$ cat config.mk
export PLATFORM = sky130hd
export DESIGN_NAME = fp_accumulate_seq_flat
export DESIGN_NICKNAME = d
export VERILOG_FILES = /design/src/rtl/fp_accumulate_seq_if.sv /design/src/rtl/fp_accumulate_seq.sv /design/src/flat_wrapper.sv
export SDC_FILE = /design/constraint.sdc
export NUM_CORES = 1
export LEC_CHECK = 0
export ABC_CLOCK_PERIOD_IN_PS = 2850
export BUFFER_PORTS_ARGS = -buffer_cell sky130_fd_sc_hd__buf_2
export CAP_MARGIN = 15
export CORE_AREA = 4 4 105 107
export CTS_BUF_LIST = sky130_fd_sc_hd__clkbuf_16
export CTS_CLUSTER_DIAMETER = 60
export DETAILED_ROUTE_END_ITERATION = 10
export DIE_AREA = 0 0 109 111
export MAX_ROUTING_LAYER = met4
export PLACE_DENSITY = 0.75
export SLEW_MARGIN = 5
export SYNTH_ARGS = -nofsm -noshare
export SYNTH_HDL_FRONTEND = slang
export SYNTH_SLANG_ARGS = --single-unit
$ cat constraint.sdc
create_clock -name clk -period 2.85 [get_ports clk]
set_input_delay 0.57 -clock clk [delete_from_list [all_inputs] [get_ports clk]]
set_output_delay 0.57 -clock clk [all_outputs]
set_load 0.01 [all_outputs]
$ cat src/rtl/fp_accumulate_seq_if.sv
// Stream-in / sum-out handshake bundle for fp_accumulate_seq, plus the adder operand/result
// lines. The slave modport is the sequencer's view.
interface fp_accumulate_seq_if #(
  parameter int unsigned LEN_W = 8
);
  logic             start;
  logic [LEN_W-1:0] len;
  logic             in_valid;
  logic             in_ready;
  logic [31:0]      in_data;
  logic [31:0]      add_opa;
  logic [31:0]      add_opb;
  logic [31:0]      add_result;
  logic             out_valid;
  logic             out_ready;
  logic [31:0]      out_data;
  logic             out_special;
  logic             busy;

  modport master (
    output start, len, in_valid, in_data, add_result, out_ready,
    input  in_ready, add_opa, add_opb, out_valid, out_data, out_special, busy
  );

  modport slave (
    input  start, len, in_valid, in_data, add_result, out_ready,
    output in_ready, add_opa, add_opb, out_valid, out_data, out_special, busy
  );
endinterface

$ cat src/rtl/fp_accumulate_seq.sv
// Sequencer that sums a stream of IEEE-754 singles through an external combinational adder,
// resolving zero, denormal, cancellation and Inf/NaN operands without using the adder.
module fp_accumulate_seq #(
  parameter int unsigned LEN_W = 8
) (
  input logic                 clk,
  input logic                 rst,
  fp_accumulate_seq_if.slave  bus
);

  typedef enum logic [2:0] {
    StIdle,
    StLoad,
    StFetch,
    StAdd,
    StDone
  } state_e;

  state_e           state_q, state_d;
  logic [31:0]      acc_q, acc_d;
  logic [31:0]      opb_q, opb_d;
  logic [LEN_W-1:0] rem_q, rem_d;
  logic             special_q, special_d;

  logic        in_ready;
  logic        hs;
  logic [31:0] op_n;
  logic        op_special;
  logic        acc_special;
  logic        cancel;

  assign in_ready    = (state_q == StLoad) || (state_q == StFetch);
  assign hs          = bus.in_valid && in_ready;
  // Zero and denormal operands both collapse to +0.
  assign op_n        = (bus.in_data[30:23] == 8'h00) ? 32'h0000_0000 : bus.in_data;
  assign op_special  = (op_n[30:23] == 8'hFF);
  assign acc_special = (acc_q[30:23] == 8'hFF);
  assign cancel      = (opb_q == {~acc_q[31], acc_q[30:0]});

  always_comb begin
    state_d   = state_q;
    acc_d     = acc_q;
    opb_d     = opb_q;
    rem_d     = rem_q;
    special_d = special_q;

    unique case (state_q)
      StIdle: begin
        if (bus.start) begin
          special_d = 1'b0;
          if (bus.len == '0) begin
            acc_d   = 32'h0000_0000;
            state_d = StDone;
          end else begin
            rem_d   = bus.len;
            state_d = StLoad;
          end
        end
      end

      StLoad: begin
        if (hs) begin
          acc_d     = op_n;
          special_d = op_special;
          rem_d     = rem_q - 1'b1;
          state_d   = (rem_q == LEN_W'(1)) ? StDone : StFetch;
        end
      end

      StFetch: begin
        if (hs) begin
          opb_d   = op_n;
          rem_d   = rem_q - 1'b1;
          state_d = (rem_q == LEN_W'(1)) ? StDone : StFetch;
          if (op_special) begin
            special_d = 1'b1;
          end
          // An Inf/NaN accumulator is sticky; everything after it is dropped.
          if (acc_special) begin
            acc_d = acc_q;
          end else if (op_special) begin
            acc_d = op_n;
          end else if (op_n == 32'h0000_0000) begin
            acc_d = acc_q;
          end else if (acc_q[30:0] == 31'h0) begin
            acc_d = op_n;
          end else begin
            state_d = StAdd;
          end
        end
      end

      StAdd: begin
        acc_d   = cancel ? 32'h0000_0000 : bus.add_result;
        state_d = (rem_q == '0) ? StDone : StFetch;
      end

      StDone: begin
        if (bus.out_ready) begin
          state_d = StIdle;
        end
      end

      default: state_d = StIdle;
    endcase
  end

  always_ff @(posedge clk or posedge rst) begin
    if (rst) begin
      state_q   <= StIdle;
      acc_q     <= 32'h0000_0000;
      opb_q     <= 32'h0000_0000;
      rem_q     <= '0;
      special_q <= 1'b0;
    end else begin
      state_q   <= state_d;
      acc_q     <= acc_d;
      opb_q     <= opb_d;
      rem_q     <= rem_d;
      special_q <= special_d;
    end
  end

  assign bus.in_ready    = in_ready;
  assign bus.add_opa     = acc_q;
  assign bus.add_opb     = opb_q;
  assign bus.out_valid   = (state_q == StDone);
  assign bus.out_data    = (state_q == StDone) ? acc_q : 32'h0000_0000;
  assign bus.out_special = (state_q == StDone) && special_q;
  assign bus.busy        = (state_q != StIdle);

endmodule

$ cat src/flat_wrapper.sv
// flat-port wrapper written by rule: the top's interface ports become plain ports
module fp_accumulate_seq_flat 
#(
  parameter int unsigned LEN_W = 8
)
  (clk, rst, bus_start, bus_len, bus_in_valid, bus_in_data, bus_add_result, bus_out_ready, bus_in_ready, bus_add_opa, bus_add_opb, bus_out_valid, bus_out_data, bus_out_special, bus_busy);
  fp_accumulate_seq_if #(.LEN_W(LEN_W)) bus_i ();
  input logic clk;
  input logic rst;
  input wire logic [$bits(bus_i.start)-1:0] bus_start;
  input wire logic [$bits(bus_i.len)-1:0] bus_len;
  input wire logic [$bits(bus_i.in_valid)-1:0] bus_in_valid;
  input wire logic [$bits(bus_i.in_data)-1:0] bus_in_data;
  input wire logic [$bits(bus_i.add_result)-1:0] bus_add_result;
  input wire logic [$bits(bus_i.out_ready)-1:0] bus_out_ready;
  output wire logic [$bits(bus_i.in_ready)-1:0] bus_in_ready;
  output wire logic [$bits(bus_i.add_opa)-1:0] bus_add_opa;
  output wire logic [$bits(bus_i.add_opb)-1:0] bus_add_opb;
  output wire logic [$bits(bus_i.out_valid)-1:0] bus_out_valid;
  output wire logic [$bits(bus_i.out_data)-1:0] bus_out_data;
  output wire logic [$bits(bus_i.out_special)-1:0] bus_out_special;
  output wire logic [$bits(bus_i.busy)-1:0] bus_busy;
  assign bus_i.start = bus_start;
  assign bus_i.len = bus_len;
  assign bus_i.in_valid = bus_in_valid;
  assign bus_i.in_data = bus_in_data;
  assign bus_i.add_result = bus_add_result;
  assign bus_i.out_ready = bus_out_ready;
  assign bus_in_ready = bus_i.in_ready;
  assign bus_add_opa = bus_i.add_opa;
  assign bus_add_opb = bus_i.add_opb;
  assign bus_out_valid = bus_i.out_valid;
  assign bus_out_data = bus_i.out_data;
  assign bus_out_special = bus_i.out_special;
  assign bus_busy = bus_i.busy;
  fp_accumulate_seq #(.LEN_W(LEN_W)) u_core (.clk(clk), .rst(rst), .bus(bus_i));
endmodule
==> flow_summary.yaml <==
sta:
  post-route-min-period_ps: 2509
  fin_skew_ps: 9.783
  grt_setup_unrepaired: "no"
  max_freq_ghz: 0.3986
  finalCritPeriodShare_pct: 88.02
  relSlewSlack_pct: 49.31
  tightest_slew_ps: 759.4
  report.final.slew_viol_count: 0
  finalHoldViolCount: 0
  fin_hold_ws_ps: 351.7
  finalSetupViolations: 0
  fin_setup_tns_ps: 0
  fin_ws_ps: 341.5
grt:
  use_met1_pct: 32.95
  grt_antenna_before_repair: 2
  grt_start_max_net_pins: 44
  grtUsageTotal_pct: 25.61
  grt_pass1_vias: 4462
  busiest_layer: "met2"
  use_met2_pct: 40.25
  grt_pass1_wl_um: 23560
  met3_usage_pct: 4.310
  overflow: 0
worst_setup_path:
  endpoint_kind: "output port"
  critical_path_arrival_ps: 1940
  startpoint_type: "flop"
  cp_slowest_cell: "dfrtp_1"
  crit_chain: "nand2b_1 > a21o_1 > inv_2 > buf_2"
  crit_required_ps: 2280
  worst-setup-path-type: "flop to output port"
  cp_max_fo: 23
  max_stage_delay_ps: 480
cts:
  holdBufCountCts: 0
  cts.sinks: 76
  post_cts_buffers: 0
  root_buffer: "clkbuf_16"
  cts_max_level: 3
  cts_resized: 0
  clockBufferDepth: 2
  cts_tree: "built"
  cts_made_buffers: 9
  worstSkewPairLatency_ps: 340
  clk_pin_slew_worst_paths_ps: 60
route:
  routed_wl_um: 15350
  ant_nets: 0
  drtIter0Drc: 314
  wl_per_cell_um: 20.01
  num_vias: 4514
  first_pass_iters: 5
  drc: 0
  viasPerCell: 5.885
finish:
  most-common-layout-cells: "buf_2 (176), dfrtp_1 (76), nand2_1 (40)"
  final_area_um2: 5864
  mostFrequentLayoutCell: "buf_2"
  final_cell_count_no_fill: 767
  syn_to_final_growth_pct: 28.20
  fin_nets: 703
  final_core_util_pct: 57.84
  layout-drive-gt1-share_pct: 40.70
floorplanning:
  die_h_um: 111
  num_rows: 37
  core-area_um2: 10140
  pin_count: 177
  die_area_um2: 12100
  start_util_pct: 45.12
  fp.dieW_um: 109
worst_hold_path:
  hold_path.class: "input pin to asynchronous set/reset pin"
synth:
  synth_edf_count: 0
  ys_seq_area_share_pct: 41.58
  yosys.area_share.simple_pct: 15.97
  synth_seq_cells: 76
  synth_flop_cell: "dfrtp_1"
  synth_top_family_by_area: "compound AO/OA/AOI/OAI gates"
  synthCells: 458
  synth_nets: 537
  avgSynthCellArea_um2: 9.988
  synth-compound-area-share_pct: 27.76
  synthMuxAreaShare_pct: 2.626
  async_flop_share_pct: 100.0
  synth.distinct_cells: 52
  synth_xor_area_share_pct: 6.127
  syn_area_um2: 4574
  ys.warnings.count: 0
  synthAdderAreaFrac_pct: 0.5470
power_and_ir_drop:
  power.density_nw_per_um2: 1255
  ir_drop_v: 0.0006351
  p_leak_nw: 2.701
  fin_total_pwr_mw: 7.359
place:
  placed_cell_area_um2: 5528
  place_inst: 748
  routabilityCongestion: 0.8446
  hpwl_um: 11100
  port_buffers: 176
  pre_cts_ws_ps: 443.4
run_status:
  status: "completed"
run:
  cap_violations: 0
-- where the power goes --
group,switching (mW),internal (mW),total [mW]
registers,0.747,1.63,2.38
logic,2.18,1.57,3.75
clock network,0.463,0.765,1.23
-- routing by layer --
layer / vias to the layer above / part of all wire (%) / routed length, µm
met5: - / 0 / 0
met4: 0 / 2.4 / 376
met3: 27 / 8.3 / 1278
met2: 258 / 47 / 7245
met1: 2177 / 42 / 6446
li1: 2052 / - / -
-- state kept, by name, summed over array words and instances, names as in the netlist --
name and count:
u_core.bus.add_opa 32, u_core.rem_q 8, u_core.special_q 1, u_core.bus.add_opb 32, u_core.state_q 3
-- final timing paths --
check / start / endpoint / slack [ps] / depth (start not counted)
max reg2reg: u_core.bus.add_opa[16] / u_core.bus.add_opa[31] / 540 / 5
max in group asynchronous: rst / u_core.bus.add_opa[21] / 1710 / 3
min reg2reg: u_core.rem_q[3] / u_core.rem_q[3] / 540 / 1
min in group clk: bus_in_data[6] / u_core.bus.add_opb[6] / 470 / 2
min: rst / u_core.state_q[1] / 350 / 2
max: u_core.state_q[1] / bus_in_ready / 340 / 4
-- cells in the mapped netlist, drive strengths merged, types with 3 or more instances --
master | instances | area (µm²)
a22o | 25 | 219.0
o21ai | 9 | 45.04
and2 | 34 | 215.2
a21oi | 40 | 204.0
mux2 | 8 | 90.09
nand4 | 7 | 43.79
inv | 11 | 41.29
o22ai | 3 | 18.77
clkbuf | 25 | 93.84
nand2 | 40 | 150.1
nor3 | 6 | 35.03
a31oi | 33 | 394.1
nor2 | 9 | 33.78
nand2b | 3 | 18.77
o211ai | 33 | 247.7
nand3 | 4 | 20.02
nor3b | 3 | 38.79
mux2i | 3 | 30.03
xor2 | 31 | 271.5
buf | 9 | 111.4
dfrtp | 76 | 1902
nor4 | 21 | 131.4
-- critical path, delay by kind of cell (launching register included) --
kind	cells	cell delay [ps]
and+or+nand+nor	1	210
buffers and inverters	2	580
DFF	1	480
AOI/OAI and AO/OA	1	340
-- cells by family (layout without fill, tap and decap cells) --
group,Yosys count,after routing
other,0,2
adder cells (fa/ha/maj),2,2
buffers and inverters,45,216
multiplexers,11,11
flip-flops,76,76
AND/OR/NAND/NOR,133,133
XOR/XNOR,32,32
AO/OA/AOI/OAI,159,159
-- final cells by class --
class,instances,area (µm²)
timing repair buffer,189,985.9
tap,136,170.2
multi-input combinational,337,2442
sequential,76,1902
clock inverter,7,91.34
antenna,2,5.005
fill,896,4274
clock buffer,9,225.2
inverter,11,42.54
(Power assumes the default switching activity.)
